**config.mk**
```make
export PLATFORM = sky130hd
export DESIGN_NAME = fu_issue_dispatch
export DESIGN_NICKNAME = d
export VERILOG_FILES = /design/src/rtl/fu_issue_dispatch.sv
export SDC_FILE = /design/constraint.sdc
export NUM_CORES = 1
export LEC_CHECK = 0
export CELL_PAD_IN_SITES_DETAIL_PLACEMENT = 0
export CELL_PAD_IN_SITES_GLOBAL_PLACEMENT = 2
export CORE_UTILIZATION = 27
export CTS_BUF_LIST = sky130_fd_sc_hd__clkbuf_8 sky130_fd_sc_hd__clkbuf_16
export DETAILED_ROUTE_END_ITERATION = 10
export PLACE_DENSITY = 0.93
export SYNTH_ARGS = -nofsm -noshare
export SYNTH_HDL_FRONTEND = slang
export SYNTH_SLANG_ARGS = --single-unit
export TNS_END_PERCENT = 5
```
**constraint.sdc**
```tcl
create_clock -name clk_i -period 3.1 [get_ports clk_i]
set_input_delay 0.62 -clock clk_i [delete_from_list [all_inputs] [get_ports clk_i]]
set_output_delay 0.62 -clock clk_i [all_outputs]
set_load 0.05 [all_outputs]
```
**src/rtl/fu_issue_dispatch.sv**
```systemverilog
// Issue stage: holds one decoded instruction and dispatches it
// to its functional unit with a one-hot valid strobe.
module fu_issue_dispatch #(
  parameter int unsigned TRANS_ID_BITS = 3,
  parameter int unsigned XLEN          = 64
) (
  input  logic                     clk_i,
  input  logic                     rst_ni,
  input  logic                     flush_i,
  input  logic                     instr_valid_i,
  output logic                     instr_ready_o,
  input  logic [3:0]               instr_fu_i,
  input  logic [7:0]               instr_op_i,
  input  logic [XLEN-1:0]          instr_op_a_i,
  input  logic [XLEN-1:0]          instr_op_b_i,
  input  logic [XLEN-1:0]          instr_imm_i,
  input  logic [TRANS_ID_BITS-1:0] instr_trans_id_i,
  output logic [7:0]               fu_op_o,
  output logic [XLEN-1:0]          fu_op_a_o,
  output logic [XLEN-1:0]          fu_op_b_o,
  output logic [XLEN-1:0]          fu_imm_o,
  output logic [TRANS_ID_BITS-1:0] fu_trans_id_o,
  output logic                     alu_valid_o,
  output logic                     branch_valid_o,
  output logic                     csr_valid_o,
  output logic                     mult_valid_o,
  output logic                     lsu_valid_o,
  output logic                     fpu_valid_o,
  output logic                     x_valid_o,
  input  logic                     flu_ready_i,
  input  logic                     lsu_ready_i,
  input  logic                     fpu_ready_i,
  input  logic                     x_ready_i,
  input  logic                     csr_commit_i,
  output logic [15:0]              stall_cnt_o
);

  localparam logic [3:0] FU_LOAD  = 4'd1;
  localparam logic [3:0] FU_STORE = 4'd2;
  localparam logic [3:0] FU_ALU   = 4'd3;
  localparam logic [3:0] FU_CTRL  = 4'd4;
  localparam logic [3:0] FU_MULT  = 4'd5;
  localparam logic [3:0] FU_CSR   = 4'd6;
  localparam logic [3:0] FU_FPU   = 4'd7;
  localparam logic [3:0] FU_CVXIF = 4'd9;

  typedef enum logic {
    IDLE,
    CSR_WAIT
  } state_e;

  state_e     state_q, state_d;
  logic       valid_q;
  logic       mult_issued_q;
  logic [3:0] fu_q;
  logic       unit_ready;
  logic       hazard;
  logic       fire;
  logic       accept;
  logic       is_alu, is_br, is_csr, is_mul;
  logic       is_lsu, is_fpu, is_x;

  // Decode the held unit code into a unit class and its readiness.
  always_comb begin
    unit_ready = 1'b1;
    is_alu     = 1'b0;
    is_br      = 1'b0;
    is_csr     = 1'b0;
    is_mul     = 1'b0;
    is_lsu     = 1'b0;
    is_fpu     = 1'b0;
    is_x       = 1'b0;
    case (fu_q)
      FU_ALU: begin
        is_alu     = 1'b1;
        unit_ready = flu_ready_i;
      end
      FU_CTRL: begin
        is_br      = 1'b1;
        unit_ready = flu_ready_i;
      end
      FU_CSR: begin
        is_csr     = 1'b1;
        unit_ready = flu_ready_i;
      end
      FU_MULT: begin
        is_mul     = 1'b1;
        unit_ready = flu_ready_i;
      end
      FU_LOAD, FU_STORE: begin
        is_lsu     = 1'b1;
        unit_ready = lsu_ready_i;
      end
      FU_FPU: begin
        is_fpu     = 1'b1;
        unit_ready = fpu_ready_i;
      end
      FU_CVXIF: begin
        is_x       = 1'b1;
        unit_ready = x_ready_i;
      end
      default: ;
    endcase
  end

  // A multiply blocks the flu-shared units for one cycle after issue.
  assign hazard = mult_issued_q && (is_alu || is_br || is_csr);
  assign fire   = valid_q && unit_ready && (state_q == IDLE)
               && !hazard && !flush_i;

  assign instr_ready_o = !flush_i && (!valid_q || fire);
  assign accept        = instr_valid_i && instr_ready_o;

  assign alu_valid_o    = fire && is_alu;
  assign branch_valid_o = fire && is_br;
  assign csr_valid_o    = fire && is_csr;
  assign mult_valid_o   = fire && is_mul;
  assign lsu_valid_o    = fire && is_lsu;
  assign fpu_valid_o    = fire && is_fpu;
  assign x_valid_o      = fire && is_x;

  // Next-state logic for the CSR commit wait.
  always_comb begin
    state_d = state_q;
    case (state_q)
      IDLE:     if (fire && is_csr) state_d = CSR_WAIT;
      CSR_WAIT: if (csr_commit_i) state_d = IDLE;
      default:  state_d = IDLE;
    endcase
    if (flush_i) state_d = IDLE;
  end

  // State register.
  always_ff @(posedge clk_i or negedge rst_ni) begin
    if (!rst_ni) state_q <= IDLE;
    else         state_q <= state_d;
  end

  // Issue register: valid flag, payload and multiply-shadow flag.
  always_ff @(posedge clk_i or negedge rst_ni) begin
    if (!rst_ni) begin
      valid_q       <= 1'b0;
      mult_issued_q <= 1'b0;
      fu_q          <= '0;
      fu_op_o       <= '0;
      fu_op_a_o     <= '0;
      fu_op_b_o     <= '0;
      fu_imm_o      <= '0;
      fu_trans_id_o <= '0;
    end else begin
      mult_issued_q <= fire && is_mul;
      if (flush_i) begin
        valid_q <= 1'b0;
      end else if (accept) begin
        valid_q       <= 1'b1;
        fu_q          <= instr_fu_i;
        fu_op_o       <= instr_op_i;
        fu_op_a_o     <= instr_op_a_i;
        fu_op_b_o     <= instr_op_b_i;
        fu_imm_o      <= instr_imm_i;
        fu_trans_id_o <= instr_trans_id_i;
      end else if (fire) begin
        valid_q <= 1'b0;
      end
    end
  end

  // Saturating count of cycles spent holding an unissued instruction.
  always_ff @(posedge clk_i or negedge rst_ni) begin
    if (!rst_ni)
      stall_cnt_o <= '0;
    else if (valid_q && !fire && stall_cnt_o != 16'hFFFF)
      stall_cnt_o <= stall_cnt_o + 16'd1;
  end

endmodule

```
==> metrics.md <==
| Metric | Value |
|---|---|
| Worst reg2reg startpoint | fu_q[2]$_DFFE_PN0P_ |
| Switching power | 4.35 mW |
| Vias in the first global route | 7084 |
| Crit Reg-Reg Endpoint | fu_op_a_o[19]$_DFFE_PN0P_ |
| Total of max-cap violations | 0 |
| Max Root-Sink Buffers | 3 |
| Post-Synthesis Cells | 558 |
| CP Data Required Time | 2.48 ns |
| Nets | about 1300 |
| Peak VDD IR | between 0.3 and 0.4 mV |
| Reg2reg path depth | 10 |
| Final hold violation count | 0 |
| Worst-path clk slew | about 0.060 ns |
| Ys async rst share | 1.00 |
| Routed wire length per instance | 17.3 µm |
| Comb power frac | 0.403 |
| N_diodes | 0 |
| Final WL | 26.1 mm |
| Initial Util | 0.277 |
| Vias per cell | 4.21 |
| Clk_skew | 0.0111 ns |
| Int Power | 7.31 mW |
| Clock power frac | 0.263 |
| Sequential Area | 5660 µm² |
| Largest cells by area after synthesis | dfrtp_1, mux2_4, mux2_2 |
| Die area | 35500 µm² |
| Root buf cell | clkbuf_16 |
| Final std cell area, no fill | 15500 µm² |
| Row count | 67 |
| Worst-path cell chain | buf_12 > or4b_4 > a21oi_2 > a21oi_2 > o21ai_2 > or4_4 > buf_6 > nor3_2 > buf_4 > buf_12 |
| Main synth FF type | dfrtp_1 |
| Worst path slowest cell | or4b_4 |
| Most frequent cells in the layout | clkdlybuf4s50_1, dfrtp_1, mux2_4, mux2_2, buf_4 |
| Largest net degree at the start of global routing | 85 |
| H-tree depth | 1 |
| TritonCTS Buffers | 26 |
| Critical path arrival | 2.62 ns |
| Final Wtd Congestion | 0.800 |
| Area after DPL | about 14000 µm² |
| Register area share after synthesis | 0.603 |
| Hold slack | 0.0792 ns |
| Initial antenna violation count | 0 |
| Min Tclk post-route | ~3.2 ns |
| FILL cells | about 3100 |
| First-pass GRT wire length | ~40 mm |
| Core footprint | ~34000 µm² |
| Top Family by Delay on Critical Path | simple AND/OR/NAND/NOR gates |
| Layout cells sized above 1 | 0.302 |
| Final Power | 11.7 mW |
| Min-delay worst type | in -> async |
| CP Buf/Inv Count | 4 |
| Final worst slack | -0.143 ns |
| Max transition margin | 0.502 |
| Switching fraction of total power | 0.373 |
| Placed cells | 1459 |
| Leak | about 6.7 nW |
| First-pass iteration count of the detailed router | 4 |
| Slowest Stage Delay on Critical Path | 0.51 ns |
| Seq cells post-synth | 226 |
| Crit share post-route | 1.05 |
| Max Freq | 308 MHz |
| Worst-path fanout max | 6 |
| Die Height | 188 µm |
| Commonest non-fill, non-tap cell in the layout | clkdlybuf4s50_1 |
| Synth Warn # | 0 |
| Post-Syn Area | 9380 µm² |
| DR iter-0 viols | between 150 and 200 |
| Fin. max-slew vios | 0 |
| Register share of total power | 0.334 |
| Cell taking the most area after synthesis | dfrtp_1 |
| I/O pins | 443 |
| Die X | ~190 µm |
| RSZ-0062 raised after global routing | true |
| Failing checks | setup timing |
| Yosys top cell area share | 0.603 |
| Flop-to-flop setup slack | 0.44 ns |
| Hold Buf Count CTS | 0 |
| Area growth, synth to finish | 65.1% |
| Tot GR Track Use | 0.144 |
| Final setup violation count | 6 |
| Synth Area per Inst | between 15 and 20 µm² |
| Via count | 6347 |
| TritonCTS clock tree | done |
| Non-Filler Instances | between 1500 and 2000 |
| ANT nets after route | 0 |
| Area of the multi-input gates | 3420 µm² |
| Post-layout util | 0.457 |
| Post-synth EDFFs | 0 |
| Skew-Pair Late Insertion Delay | 0.52 ns |
| Syn Nets | 775 |
| CTS sink cnt | about 230 |
| Port Buffers | 442 |
| DRC viols | 0 |
| Worst slew pin tran | between 0.7 and 0.8 ns |
| Worst Setup End Kind | output pin |
| Outcome | complete, but fails checks |
| Setup CP Type | reg -> out |
| Dpl hpwl | 19.5 mm |
| PwrDens | roughly 750 nW/µm² |
| Distinct cell type count after synthesis | 41 |
| Overflow after GRT | 0 |
| Startpoint types | register |
[stage by stage]
step / setup TNS, ns / setup slack, ns
floorplan: -1.02 / -0.457
global placement: -0.928 / -0.191
detailed placement: -1.02 / -0.194
CTS: -0.456 / -0.134
global route: -1.22 / -0.255
finish: -0.485 / -0.143
[sequential cells by signal (all words and copies together), names as in the netlist]
signal,flops
stall_cnt_o,16
fu_imm_o,64
fu_op_b_o,64
mult_issued_q,1
valid_q,1
state_q,1
fu_q,4
fu_trans_id_o,3
fu_op_a_o,64
fu_op_o,8
[cells by family after synthesis]
logic type,synth area share
and+or+nand+nor,0.0371
buffers and inverters,0.0418
xor gates and xnor gates,0.0131
muxes,0.293
adders and majority gates,0.00133
AOI/OAI and AO/OA,0.0112
DFF,0.603
[area by class of cell]
class	instances	area share
Clock buffer	29	0.0454
Multi-Input combinational cell	297	0.221
Timing Repair Buffer	488	0.320
Sequential cell	226	0.366
Clock inverter	15	0.00986
Inverter	6	0.00145
Tap cell	448	0.0362
[timing repair]
item                                    4_1_cts  5_1_grt
gates resized for setup                      18        3
buffers inserted                              6        0
endpoints found under the setup margin        6        7
pin swaps                                     2        1
cloned                                        0        0
[cell usage after synthesis, types with 3 or more instances]
master    number
nor3_1         6
nand4_1        7
mux2_2        98
nor2_1         6
nor4_1         3
nand2b_1       4
buf_4          9
and3_1         4
a21oi_1        4
mux2_4       104
buf_12        11
buf_6          3
mux2_1         7
inv_1          6
xnor2_1       14
nand3_1        7
nor2b_1        3
dfrtp_1      226
nand2_1        7
[worst max-delay path by stage]
stage,from,to,cells past startpoint
after CTS,fu_q[2]$_DFFE_PN0P_,branch_valid_o,10
after global routing,fu_q[2]$_DFFE_PN0P_,mult_valid_o,10
after detailed placement,flu_ready_i,mult_valid_o,10
after global placement,flu_ready_i,mult_valid_o,10
final,fu_q[2]$_DFFE_PN0P_,mult_valid_o,10
after floorplan,x_ready_i,branch_valid_o,6
[power by group through the flow]
stage               Sequential, mW  Combinational [mW]  Clock (mW)
CTS                           3.90                4.74        3.16
finish                        3.90                4.70        3.06
global route                  3.98                4.87        3.28
floorplan                     5.86               0.964           0
detailed placement            3.93                4.67           0
global placement              3.93                4.64           0
[worst register-to-register path: stages (launching register included)]
cell and delay, ns:
dfrtp_2 0.46, buf_12 0.15, or4b_4 0.51, a21oi_2 0.17, a21oi_2 0.06, o21ai_2 0.16, buf_6 0.13, a211o_4 0.16
buf_12 0.18, buf_12 0.21, mux2_2 0.37
[routing by layer]
layer  track usage  vias up  share of wire
met5             0        -              0
met4        0.0425        0          0.028
met3        0.0453       34          0.085
met2         0.244      264           0.49
met1         0.173     3098           0.39
li1              -     2951              -
Power figures use the tool's default switching activity.
